**src/rtl/mips32_pkg.sv**
```systemverilog
// mips32_pkg: boot loader state encoding and header field layout shared across the core slice
package mips32_pkg;
    typedef enum logic [2:0] {S_HDR, S_DATA, S_START, S_DONE, S_ERR} boot_state_t;
    localparam int HDR_CNT_LSB = 16;
    localparam int HDR_BASE_W  = 16;
endpackage

```
**src/rtl/mips32_boot_loader_if.sv**
```systemverilog
// mips32_boot_loader_if: host word stream (s_valid/s_data/s_ready) plus memory write port (mem_we/mem_addr/mem_wdata)
interface mips32_boot_loader_if #(parameter int ADDR_W = 10, parameter int DATA_W = 32);
    logic              s_valid;
    logic [DATA_W-1:0] s_data;
    logic              s_ready;
    logic              mem_we;
    logic [ADDR_W-1:0] mem_addr;
    logic [DATA_W-1:0] mem_wdata;
    modport master (output s_valid, s_data, input s_ready, mem_we, mem_addr, mem_wdata);
    modport slave (input s_valid, s_data, output s_ready, mem_we, mem_addr, mem_wdata);
endinterface

```
**src/rtl/mips32_boot_loader.sv**
```systemverilog
// mips32_boot_loader: streams header/payload words from bus into memory with core halted, then loads core_pc and releases core_halt; reload restarts from DONE/ERR, err flags a bad base, words_written counts payload writes
module mips32_boot_loader
    import mips32_pkg::*;
#(
    parameter int ADDR_W = 10,
    parameter int DATA_W = 32,
    parameter int CNT_W  = 16
) (
    input  logic                  clk1,
    input  logic                  rst,
    mips32_boot_loader_if.slave   bus,
    input  logic                  reload,
    output logic                  core_halt,
    output logic                  core_pc_load,
    output logic [ADDR_W-1:0]     core_pc,
    output logic                  err,
    output logic [ADDR_W:0]       words_written
);
    boot_state_t state, nxt;
    logic [DATA_W-1:0] word;
    logic [HDR_BASE_W-1:0] base;
    logic [CNT_W-1:0] cnt, rem;
    logic [ADDR_W-1:0] addr;
    logic acc, legal, hdr_acc, dat_acc, restart;
    assign word    = bus.s_data;
    assign base    = word[HDR_BASE_W-1:0];
    assign cnt     = word[HDR_CNT_LSB +: CNT_W];
    assign legal   = (base >> ADDR_W) == '0;
    assign acc     = bus.s_valid && bus.s_ready;
    assign hdr_acc = acc && state == S_HDR;
    assign dat_acc = acc && state == S_DATA;
    assign restart = reload && (state == S_DONE || state == S_ERR);
    always_comb begin
        nxt = state;
        case (state)
            S_HDR:   if (acc) nxt = !legal ? S_ERR : cnt == '0 ? S_START : S_DATA;
            S_DATA:  if (acc && rem == CNT_W'(1)) nxt = S_HDR;
            S_START: nxt = S_DONE;
            default: if (reload) nxt = S_HDR;
        endcase
    end
    always_ff @(posedge clk1) begin
        if (rst) begin
            state         <= S_HDR;
            addr          <= '0;
            rem           <= '0;
            bus.s_ready   <= 1'b1;
            bus.mem_we    <= 1'b0;
            bus.mem_addr  <= '0;
            bus.mem_wdata <= '0;
            core_halt     <= 1'b1;
            core_pc_load  <= 1'b0;
            core_pc       <= '0;
            err           <= 1'b0;
            words_written <= '0;
        end else begin
            state        <= nxt;
            bus.s_ready  <= nxt == S_HDR || nxt == S_DATA;
            bus.mem_we   <= dat_acc;
            core_halt    <= nxt != S_DONE;
            core_pc_load <= nxt == S_START;
            err          <= nxt == S_ERR;
            if (hdr_acc && legal) begin
                addr <= ADDR_W'(base);
                rem  <= cnt;
                if (cnt == '0) core_pc <= ADDR_W'(base);
            end
            if (dat_acc) begin
                bus.mem_addr  <= addr;
                bus.mem_wdata <= word;
                addr          <= addr + 1'b1;
                rem           <= rem - 1'b1;
                if (!words_written[ADDR_W]) words_written <= words_written + 1'b1;
            end
            if (restart) words_written <= '0;
        end
    end
endmodule

```
**src/flat_wrapper.sv**
```systemverilog
// flat-port wrapper written by rule: the top's interface ports become plain ports
module mips32_boot_loader_flat import mips32_pkg::*;
#(
    parameter int ADDR_W = 10,
    parameter int DATA_W = 32,
    parameter int CNT_W  = 16
)
  (clk1, rst, reload, core_halt, core_pc_load, core_pc, err, words_written, bus_s_valid, bus_s_data, bus_s_ready, bus_mem_we, bus_mem_addr, bus_mem_wdata);
  mips32_boot_loader_if #(.ADDR_W(ADDR_W), .DATA_W(DATA_W)) bus_i ();
  input  logic clk1;
  input  logic rst;
  input  logic reload;
  output logic core_halt;
  output logic core_pc_load;
  output logic [ADDR_W-1:0] core_pc;
  output logic err;
  output logic [ADDR_W:0] words_written;
  input wire logic [$bits(bus_i.s_valid)-1:0] bus_s_valid;
  input wire logic [$bits(bus_i.s_data)-1:0] bus_s_data;
  output wire logic [$bits(bus_i.s_ready)-1:0] bus_s_ready;
  output wire logic [$bits(bus_i.mem_we)-1:0] bus_mem_we;
  output wire logic [$bits(bus_i.mem_addr)-1:0] bus_mem_addr;
  output wire logic [$bits(bus_i.mem_wdata)-1:0] bus_mem_wdata;
  assign bus_i.s_valid = bus_s_valid;
  assign bus_i.s_data = bus_s_data;
  assign bus_s_ready = bus_i.s_ready;
  assign bus_mem_we = bus_i.mem_we;
  assign bus_mem_addr = bus_i.mem_addr;
  assign bus_mem_wdata = bus_i.mem_wdata;
  mips32_boot_loader #(.ADDR_W(ADDR_W), .DATA_W(DATA_W), .CNT_W(CNT_W)) u_core (.clk1(clk1), .rst(rst), .bus(bus_i), .reload(reload), .core_halt(core_halt), .core_pc_load(core_pc_load), .core_pc(core_pc), .err(err), .words_written(words_written));
endmodule
```
**config.mk**
```make
export PLATFORM = sky130hd
export DESIGN_NAME = mips32_boot_loader_flat
export DESIGN_NICKNAME = d
export VERILOG_FILES = /design/src/rtl/mips32_pkg.sv /design/src/rtl/mips32_boot_loader_if.sv /design/src/rtl/mips32_boot_loader.sv /design/src/flat_wrapper.sv
export SDC_FILE = /design/constraint.sdc
export NUM_CORES = 1
export LEC_CHECK = 0
export CAP_MARGIN = 40
export CORE_ASPECT_RATIO = 1.1
export CORE_UTILIZATION = 50
export CTS_CLUSTER_SIZE = 12
export DETAILED_ROUTE_END_ITERATION = 16
export PLACE_DENSITY = 0.85
export SLEW_MARGIN = 40
export SYNTH_ARGS = -nofsm -noshare
export SYNTH_HDL_FRONTEND = slang
export SYNTH_SLANG_ARGS = --single-unit
```
**constraint.sdc**
```tcl
create_clock -name clk1 -period 3.4 [get_ports clk1]
set_clock_uncertainty 0.05 [all_clocks]
set_input_delay 0.34 -clock clk1 [delete_from_list [all_inputs] [get_ports clk1]]
set_output_delay 0.34 -clock clk1 [all_outputs]
set_load 0.1 [all_outputs]
```
**Yosys cells after proc, flatten, opt, wreduce, memory -nomap -nowiden**

Index checks and enable logic that the tools add are counted.

- Reductions and logical operators: 16
- Multiplexer cells: 11
- Equal/unequal tests: 9
- Add/subtract/negate cells: 3
- Bitwise logic cells: 1

Operators with widths:

| operator | count |
|---|---|
| logical NOT 16 bit | 2 |
| 2-to-1 mux 16 bit | 2 |
| 2-to-1 mux 10 bit | 2 |
| equality test 16 x 1 -> 1 bit, second input constant | 1 |
| subtractor 16 x 1 -> 16 bit, second input constant | 1 |
| 2-to-1 mux 3 bit | 4 |
| adder 11 x 1 -> 11 bit, second input constant | 1 |
| 2-to-1 mux 11 bit | 1 |
| adder 10 x 1 -> 10 bit, second input constant | 1 |
| equality test 3 x 2 -> 1 bit, second input constant | 3 |
| case mux 3 bit (3 select lines) | 1 |
| equality test 3 x 1 -> 1 bit, second input constant | 2 |
| equality test 3 bit, second input constant | 2 |
| logical AND 1 bit | 6 |
| logical NOT 3 bit | 2 |
| AND reduction 2 bit | 2 |
| inequality test 3 x 2 -> 1 bit, second input constant | 1 |
| logical OR 1 bit | 2 |
| 2-to-1 mux 2 bit | 1 |
| nonzero test 2 bit | 1 |
| OR reduction 2 bit | 1 |
| inverter 1 bit | 1 |

- Output and inout bits: 68
- Bits of input ports: 36
- Register bits: 97

**Logic depth before layout (Yosys ltp)**

Gate-level depths: netlist of run 1.

- Depth in word-level cells: 7
- Mapped depth: 7

**Least setup slack after synthesis of run 1**

No wires, ideal clock.

- Kind: reg2reg
- Start point: reg u_core.bus.s_ready
- End point: reg u_core.addr[0]
- Cell stages (with the launch flop): 8
- Library setup time: 0.128 ns
- Arrival: 2.260 ns
- Clock period less this slack: 2.437 ns
- Path buffers: 2
- Required time: 3.222 ns
- Path slack: 0.963 ns
- Path through: dfxtp_1 > and4bb_2 > and2_1 > clkbuf_1 > nor2_2 > buf_4 > a221oi_1 > nor2_1

- Longest elaborated chain between the ends: 4
- Elaborated cells on any way between the ends: 6
- Those cells by class: mux: 1; reduce/logical: 5

Ends and longest elaborated chain:

| item | RTL line | text |
|---|---|---|
| start, declared | mips32_boot_loader_if.sv:10 | `modport slave (input s_valid, s_data, output s_ready, mem_we, mem_addr, mem_wdata);` |
| start signal, assigned | mips32_boot_loader.sv:47 | `bus.s_ready <= 1'b1;` |
| start signal, assigned | mips32_boot_loader.sv:58 | `bus.s_ready <= nxt == S_HDR \|\| nxt == S_DATA;` |
| logical AND 1 bit (*) | mips32_boot_loader.sv:29 | `assign acc = bus.s_valid && bus.s_ready;` |
| logical AND 1 bit | mips32_boot_loader.sv:30 | `assign hdr_acc = acc && state == S_HDR;` |
| logical AND 1 bit | mips32_boot_loader.sv:63 | `if (hdr_acc && legal) begin` |
| nonzero test 2 bit (no source line) | - |  |
| end signal, assigned | mips32_boot_loader.sv:64 | `addr <= ADDR_W'(base);` |
| end signal, assigned | mips32_boot_loader.sv:71 | `addr <= addr + 1'b1;` |
| end, declared | mips32_boot_loader.sv:23 | `logic [ADDR_W-1:0] addr;` |

Mark *: on every way between the ends. The rest lies on a longest branch, timed or not.
A chain may end at the register's enable or synchronous reset.

**Worst setup path in the final report of run 1**

- Start point: in bus_s_data[10]
- End point: reg u_core.addr[0]

- Longest elaborated chain between the ends: 3

Ends and longest elaborated chain:

| item | RTL line | text |
|---|---|---|
| start, declared | flat_wrapper.sv:19 | `input wire logic [$bits(bus_i.s_data)-1:0] bus_s_data;` |
| logical NOT 16 bit | mips32_boot_loader.sv:28 | `assign legal = (base >> ADDR_W) == '0;` |
| logical AND 1 bit | mips32_boot_loader.sv:63 |  |
| nonzero test 2 bit (no source line) | - |  |

No other way between the ends.

==> impl_metrics.yaml, run 1 <==
status:
  status: "finished clean"
power:
  ir_worst_vdd_v: 0.000284
  p_leak_nw: 1.94
  p_per_area_nw_per_um2: 414
  power.total_mw: 2.08
drt:
  drc: 0
  first_pass_iters: 5
  ant_nets: 0
  drt-wirelength-per-cell_um: 14.5
  drt-total-wl_mm: 10.2
  via_per_inst: 5.60
  first_iter_violations: 245
  vias: 3926
timing:
  timing.fmax_ghz: 0.422
  setup_viol: 0
  setup_ws_ns: 1.03
  relSlewSlack: 0.524
  fin_setup_tns_ns: 0
  final.period_utilization: 0.697
  drv_slew: 0
  tightest_slew_ns: 0.712
  rsz0062_at_grt: "no"
  hold_violations: 0
  whs_ns: 0.362
  min_period_ns: 2.37
placement:
  portBuffers: 103
  place_congestion: 0.883
  place_area_um2: 4820
  hpwl_mm: 7.15
  post-place-ws_ns: 0.685
  dp_cells: 686
clock_tree:
  cts_max_level: 3
  clkTransAtPathRegs_ns: 0.08
  ctsResizeCount: 0
  cts.hold.buffers_added: 0
  cts_sinks: 97
  cts_buffers: 9
  cts_buffer_depth: 2
  clock-root-buffer: "clkbuf_8"
  tritoncts: "yes"
  postCtsSetupRepairBufs: 0
  insertion_delay_ns: 0.37
global_route:
  grt_pass1_vias: 3749
  grt_max_degree: 54
  grt_pass1_wl_mm: 16.8
  gr-total-overflow: 0
  grtUsageTotal: 0.248
  antenna_found_initial: 0
cells_and_area:
  fin_nets: 629
  fin_util: 0.636
  multi_input_comb_area_um2: 1970
  final_layout_size_suffix_gt1_frac: 0.175
  final_cell_mix: "108 x nand2_1, 97 x dfxtp_1, 69 x buf_2"
  antennaDiodeCount: 0
  postLayoutCellArea_um2: 5030
  fin_cells: 701
  area_delta_synth_final_pct: 22.9
  final.fill_count: 725
  layout_commonest_cell: "nand2_1"
  seqCellArea_um2: 1940
logic_synthesis:
  synth_ff_type: "dfxtp_1"
  synth-seq-area-share: 0.474
  synth_cells: 499
  synthDominantCellAreaShare: 0.474
  synthTopCellsByArea: "dfxtp_1 47%, nand2_1 10%, a21oi_1 8.2%"
  netlist_area_um2: 4100
  syn_nets: 539
  synth_cell_types: 57
  async_reset_ff_frac: 0
  avgSynthCellArea_um2: 8.21
  synth_edf_count: 0
  ys_ff_latch: 97
  ys_warn_count: 0
  yosys.area.top_type: "dfxtp_1"
die:
  num_rows: 34
  die-width_um: 88.3
  die_height_um: 96.9
  core-area_um2: 7910
  pin_count: 104
  start_util: 0.518
  dieArea_um2: 8560
setup_path:
  startpoint_type: "input pin"
  worstReg2RegStart: "u_core.state[1]"
  cp-end-kind: "flop"
  path_class: "in -> reg"
  crit_required_ns: 3.59
  cp-startpoint: "bus_s_data[10]"
  crit_arrival_ns: 2.56
  path_max_fanout: 15
min_path:
  hold_class: "in -> reg"
  hold_start: "rst"
job:
  drv_cap: 0
## final cells by class
class | count | share of cell area
inverter | 9 | 0.00671
tap | 108 | 0.0269
timing repair buffer | 110 | 0.147
clock inverter | 3 | 0.0129
clock buffer | 12 | 0.0288
multi-input combinational | 362 | 0.392
sequential | 97 | 0.386
## flip-flops by register name, summed over array words and instances, names as in the netlist
register / cells
u_core.bus.mem_wdata: 32
u_core.rem: 16
u_core.words_written: 11
u_core.addr: 10
u_core.bus.mem_addr: 10
u_core.core_pc: 10
u_core.state: 3
u_core.bus.mem_we: 1
u_core.bus.s_ready: 1
u_core.core_halt: 1
u_core.core_pc_load: 1
u_core.err: 1
## worst max-delay path, cell delays in order
cell             delay, ns
clkdlybuf4s50_1       0.43
nor4_1                0.51
and4b_1               0.66
nor2_2                0.25
a221oi_1              0.30
nor2_1                0.07
## cell usage after synthesis (3+ instances only)
cell and instances:
nand2_1 109, dfxtp_1 97, a21oi_1 67, nor2_1 46
clkbuf_1 15, nor4_1 12, mux2i_1 11, o21ai_0 11
nand3_1 10, a31oi_1 9, inv_1 9, nor3_1 7
buf_2 6, xnor2_1 6, and3_1 5, buf_4 5
or3_1 5, buf_1 4, ha_1 4, o211ai_1 4
a211oi_1 3, a22oi_1 3, and2_1 3, and4_1 3
nand4_1 3, nand4b_1 3, o311ai_0 3, or3_2 3
xor2_1 3
## per-layer routing
metal	up-vias	global-route usage	part of all wire
met4	0	0.107	0.024
met1	1830	0.304	0.42
met3	23	0.0469	0.068
met5	-	0	0
met2	157	0.418	0.49
li1	1916	-	-
## final timing paths
path / end / slack [ns] / depth (start not counted)
max: u_core.addr[0] / 1.03 / 6
min: u_core.core_pc[6] / 0.36 / 2
max reg2reg: u_core.addr[7] / 1.17 / 5
min reg2reg: u_core.bus.mem_wdata[20] / 0.41 / 2
## power by group
group,internal (mW),switching (mW)
Clock,0.430,0.384
Sequential,1.14,0.00439
Combinational,0.0508,0.0738
## kinds of logic (layout without fill, tap and decap cells)
family                     after synthesis  after routing  share of synthesized area
adders and majority gates                4              4                     0.0122
DFF                                     97             97                      0.474
xor gates and xnor gates                 9              9                     0.0192
and+or+nand+nor                        224            224                      0.258
buffers and inverters                   40            134                     0.0449
AOI/OAI and AO/OA                      113            113                      0.162
muxes                                   12             12                     0.0296
Note: power is estimated with default switching activity, not from simulation.
==> run 2: changes to the inputs <==
--- a/config.mk
+++ b/config.mk
@@ -7,10 +7,10 @@
 export LEC_CHECK = 0
 export CAP_MARGIN = 40
 export CORE_ASPECT_RATIO = 1.1
-export CORE_UTILIZATION = 50
+export CORE_UTILIZATION = 44
 export CTS_CLUSTER_SIZE = 12
 export DETAILED_ROUTE_END_ITERATION = 16
-export PLACE_DENSITY = 0.85
+export PLACE_DENSITY = 0.8
 export SLEW_MARGIN = 40
 export SYNTH_ARGS = -nofsm -noshare
 export SYNTH_HDL_FRONTEND = slang
==> constraint.sdc (replaced) <==
create_clock -name clk1 -period 2 [get_ports clk1]
set_clock_uncertainty 0.05 [all_clocks]
set_input_delay 0.2 -clock clk1 [delete_from_list [all_inputs] [get_ports clk1]]
set_output_delay 0.2 -clock clk1 [all_outputs]
set_load 0.1 [all_outputs]
==> impl_metrics.yaml, run 2 (synthesis results as in run 1) <==
status:
  status: "finished clean"
drt:
  via_per_inst: 5.51
  first_iter_violations: 208
  first_pass_iters: 5
  vias: 4107
  drc: 0
  drt-wirelength-per-cell_um: 14.8
  ant_nets: 0
  drt-total-wl_mm: 11.1
placement:
  place_congestion: 0.875
  place_area_um2: 5310
  portBuffers: 103
  hpwl_mm: 7.89
min_path:
  holdPathStages: 4
  hold_class: "in -> reg"
  hold_start: "rst"
  hold_end: "u_core.rem[0]"
timing:
  min_period_ns: 1.92
  tightest_slew_ns: 0.472
  final.period_utilization: 0.961
  relSlewSlack: 0.682
  drv_slew: 0
  timing.fmax_ghz: 0.520
  whs_ns: 0.225
  fin_setup_tns_ns: 0
  setup_viol: 0
  hold_violations: 0
clock_tree:
  tritoncts: "yes"
  postCtsSetupRepairBufs: 0
  cts_buffers: 9
  cts_buffer_depth: 2
  clock-root-buffer: "clkbuf_8"
  cts_sinks: 97
  clkTransAtPathRegs_ns: 0.10
  insertion_delay_ns: 0.37
  cts_max_level: 3
setup_path:
  worstReg2RegStart: "u_core.rem[8]"
  path_class: "reg -> reg"
  worstRegToRegCells: 5
  path_max_fanout: 7
  cp-end-kind: "flop"
  crit_arrival_ns: 2.18
  crit_required_ns: 2.25
  r2r_slack_ns: 0.08
  startpoint_type: "flop"
  rr_endpoint: "u_core.rem[13]"
cells_and_area:
  layout_commonest_cell: "buf_4"
  antennaDiodeCount: 0
  largest_register_ff_count: 32
  fin_nets: 666
  final_layout_size_suffix_gt1_frac: 0.244
  final.fill_count: 775
  fin_util: 0.621
  postLayoutCellArea_um2: 5570
  multi_input_comb_area_um2: 2020
  final_cell_mix: "109 x buf_4, 108 x nand2_1, 92 x dfxtp_1"
  seqCellArea_um2: 1950
  reg_top3: "u_core.bus.mem_wdata x32, u_core.rem x16, u_core.words_written x11"
  regMostFlops: "u_core.bus.mem_wdata"
  area_delta_synth_final_pct: 36.0
die:
  num_rows: 36
  pin_count: 104
  dieArea_um2: 9700
  die-width_um: 94.0
  die_height_um: 103
  start_util: 0.457
  core-area_um2: 8960
job:
  drv_cap: 0
global_route:
  grt.busiest_layer: "met2"
  met3_usage: 0.0570
  use_met1: 0.270
  antenna_found_initial: 0
  grt_max_degree: 56
  grt_pass1_wl_mm: 17.7
  grtUsageMet2: 0.417
  gr-total-overflow: 0
  grtUsageTotal: 0.233
  grt_pass1_vias: 3849
power:
  power.total_mw: 3.55
  p_per_area_nw_per_um2: 637
  p_leak_nw: 2.15
  ir_worst_vdd_v: 0.000423
==> run 2: cell type report <==
| type | instances | area share |
|---|---|---|
| Multi-Input combinational cell | 362 | 0.363 |
| Sequential cell | 97 | 0.350 |
| Tap cell | 114 | 0.0256 |
| Clock inverter | 7 | 0.0153 |
| Clock buffer | 9 | 0.0222 |
| Inverter | 9 | 0.00606 |
| Timing Repair Buffer | 147 | 0.218 |
==> run 2: timing repair <==
action / 4_1_cts / 5_1_grt
hold buffers: 0 / 0
gates resized for setup: 0 / 10
endpoints found under the setup margin: 0 / 35
==> run 2: critical path: stages (launching register included) <==
cell and delay, ns:
dfxtp_1 0.41, nor4_4 0.36, nand3_2 0.12, or3b_1 0.39, or3_1 0.33, a41oi_2 0.19
==> run 2: worst max path at each step <==
| stage | startpoint | cells after the start | endpoint |
|---|---|---|---|
| 2_1_floorplan | u_core.words_written[5] | 5 | u_core.words_written[8] |
| 3_3_place_gp | bus_s_data[19] | 7 | u_core.core_pc[9] |
| 3_5_place_dp | bus_s_data[19] | 7 | u_core.core_pc[6] |
| 4_1_cts | u_core.state[1] | 5 | u_core.addr[6] |
| 5_1_grt | u_core.rem[8] | 5 | u_core.rem[13] |
| 6_report | u_core.rem[8] | 5 | u_core.rem[13] |
==> run 2: power by group <==
group | total (mW) | leakage [nW] | switching (mW) | internal, mW
Sequential | 1.95 | 0.784 | 0.00789 | 1.94
Clock | 1.34 | 0.107 | 0.739 | 0.605
Combinational | 0.256 | 1.26 | 0.136 | 0.120
Total | 3.55 | 2.15 | 0.883 | 2.66
==> run 2: stage by stage <==
| stage | instances | setup WS, ns |
|---|---|---|
| floorplan | 499 | 0.0149 |
| global placement | 729 | -0.211 |
| detailed placement | 729 | -0.234 |
| CTS | 745 | 0.00615 |
| global route | 745 | -0.00337 |
| finish | 745 | 0.0771 |
==> run 2: routing by layer <==
metal | vias up | part of all wire
li1 | 1995 | -
met4 | 0 | 0.021
met2 | 160 | 0.50
met5 | - | 0
met3 | 21 | 0.065
met1 | 1931 | 0.41
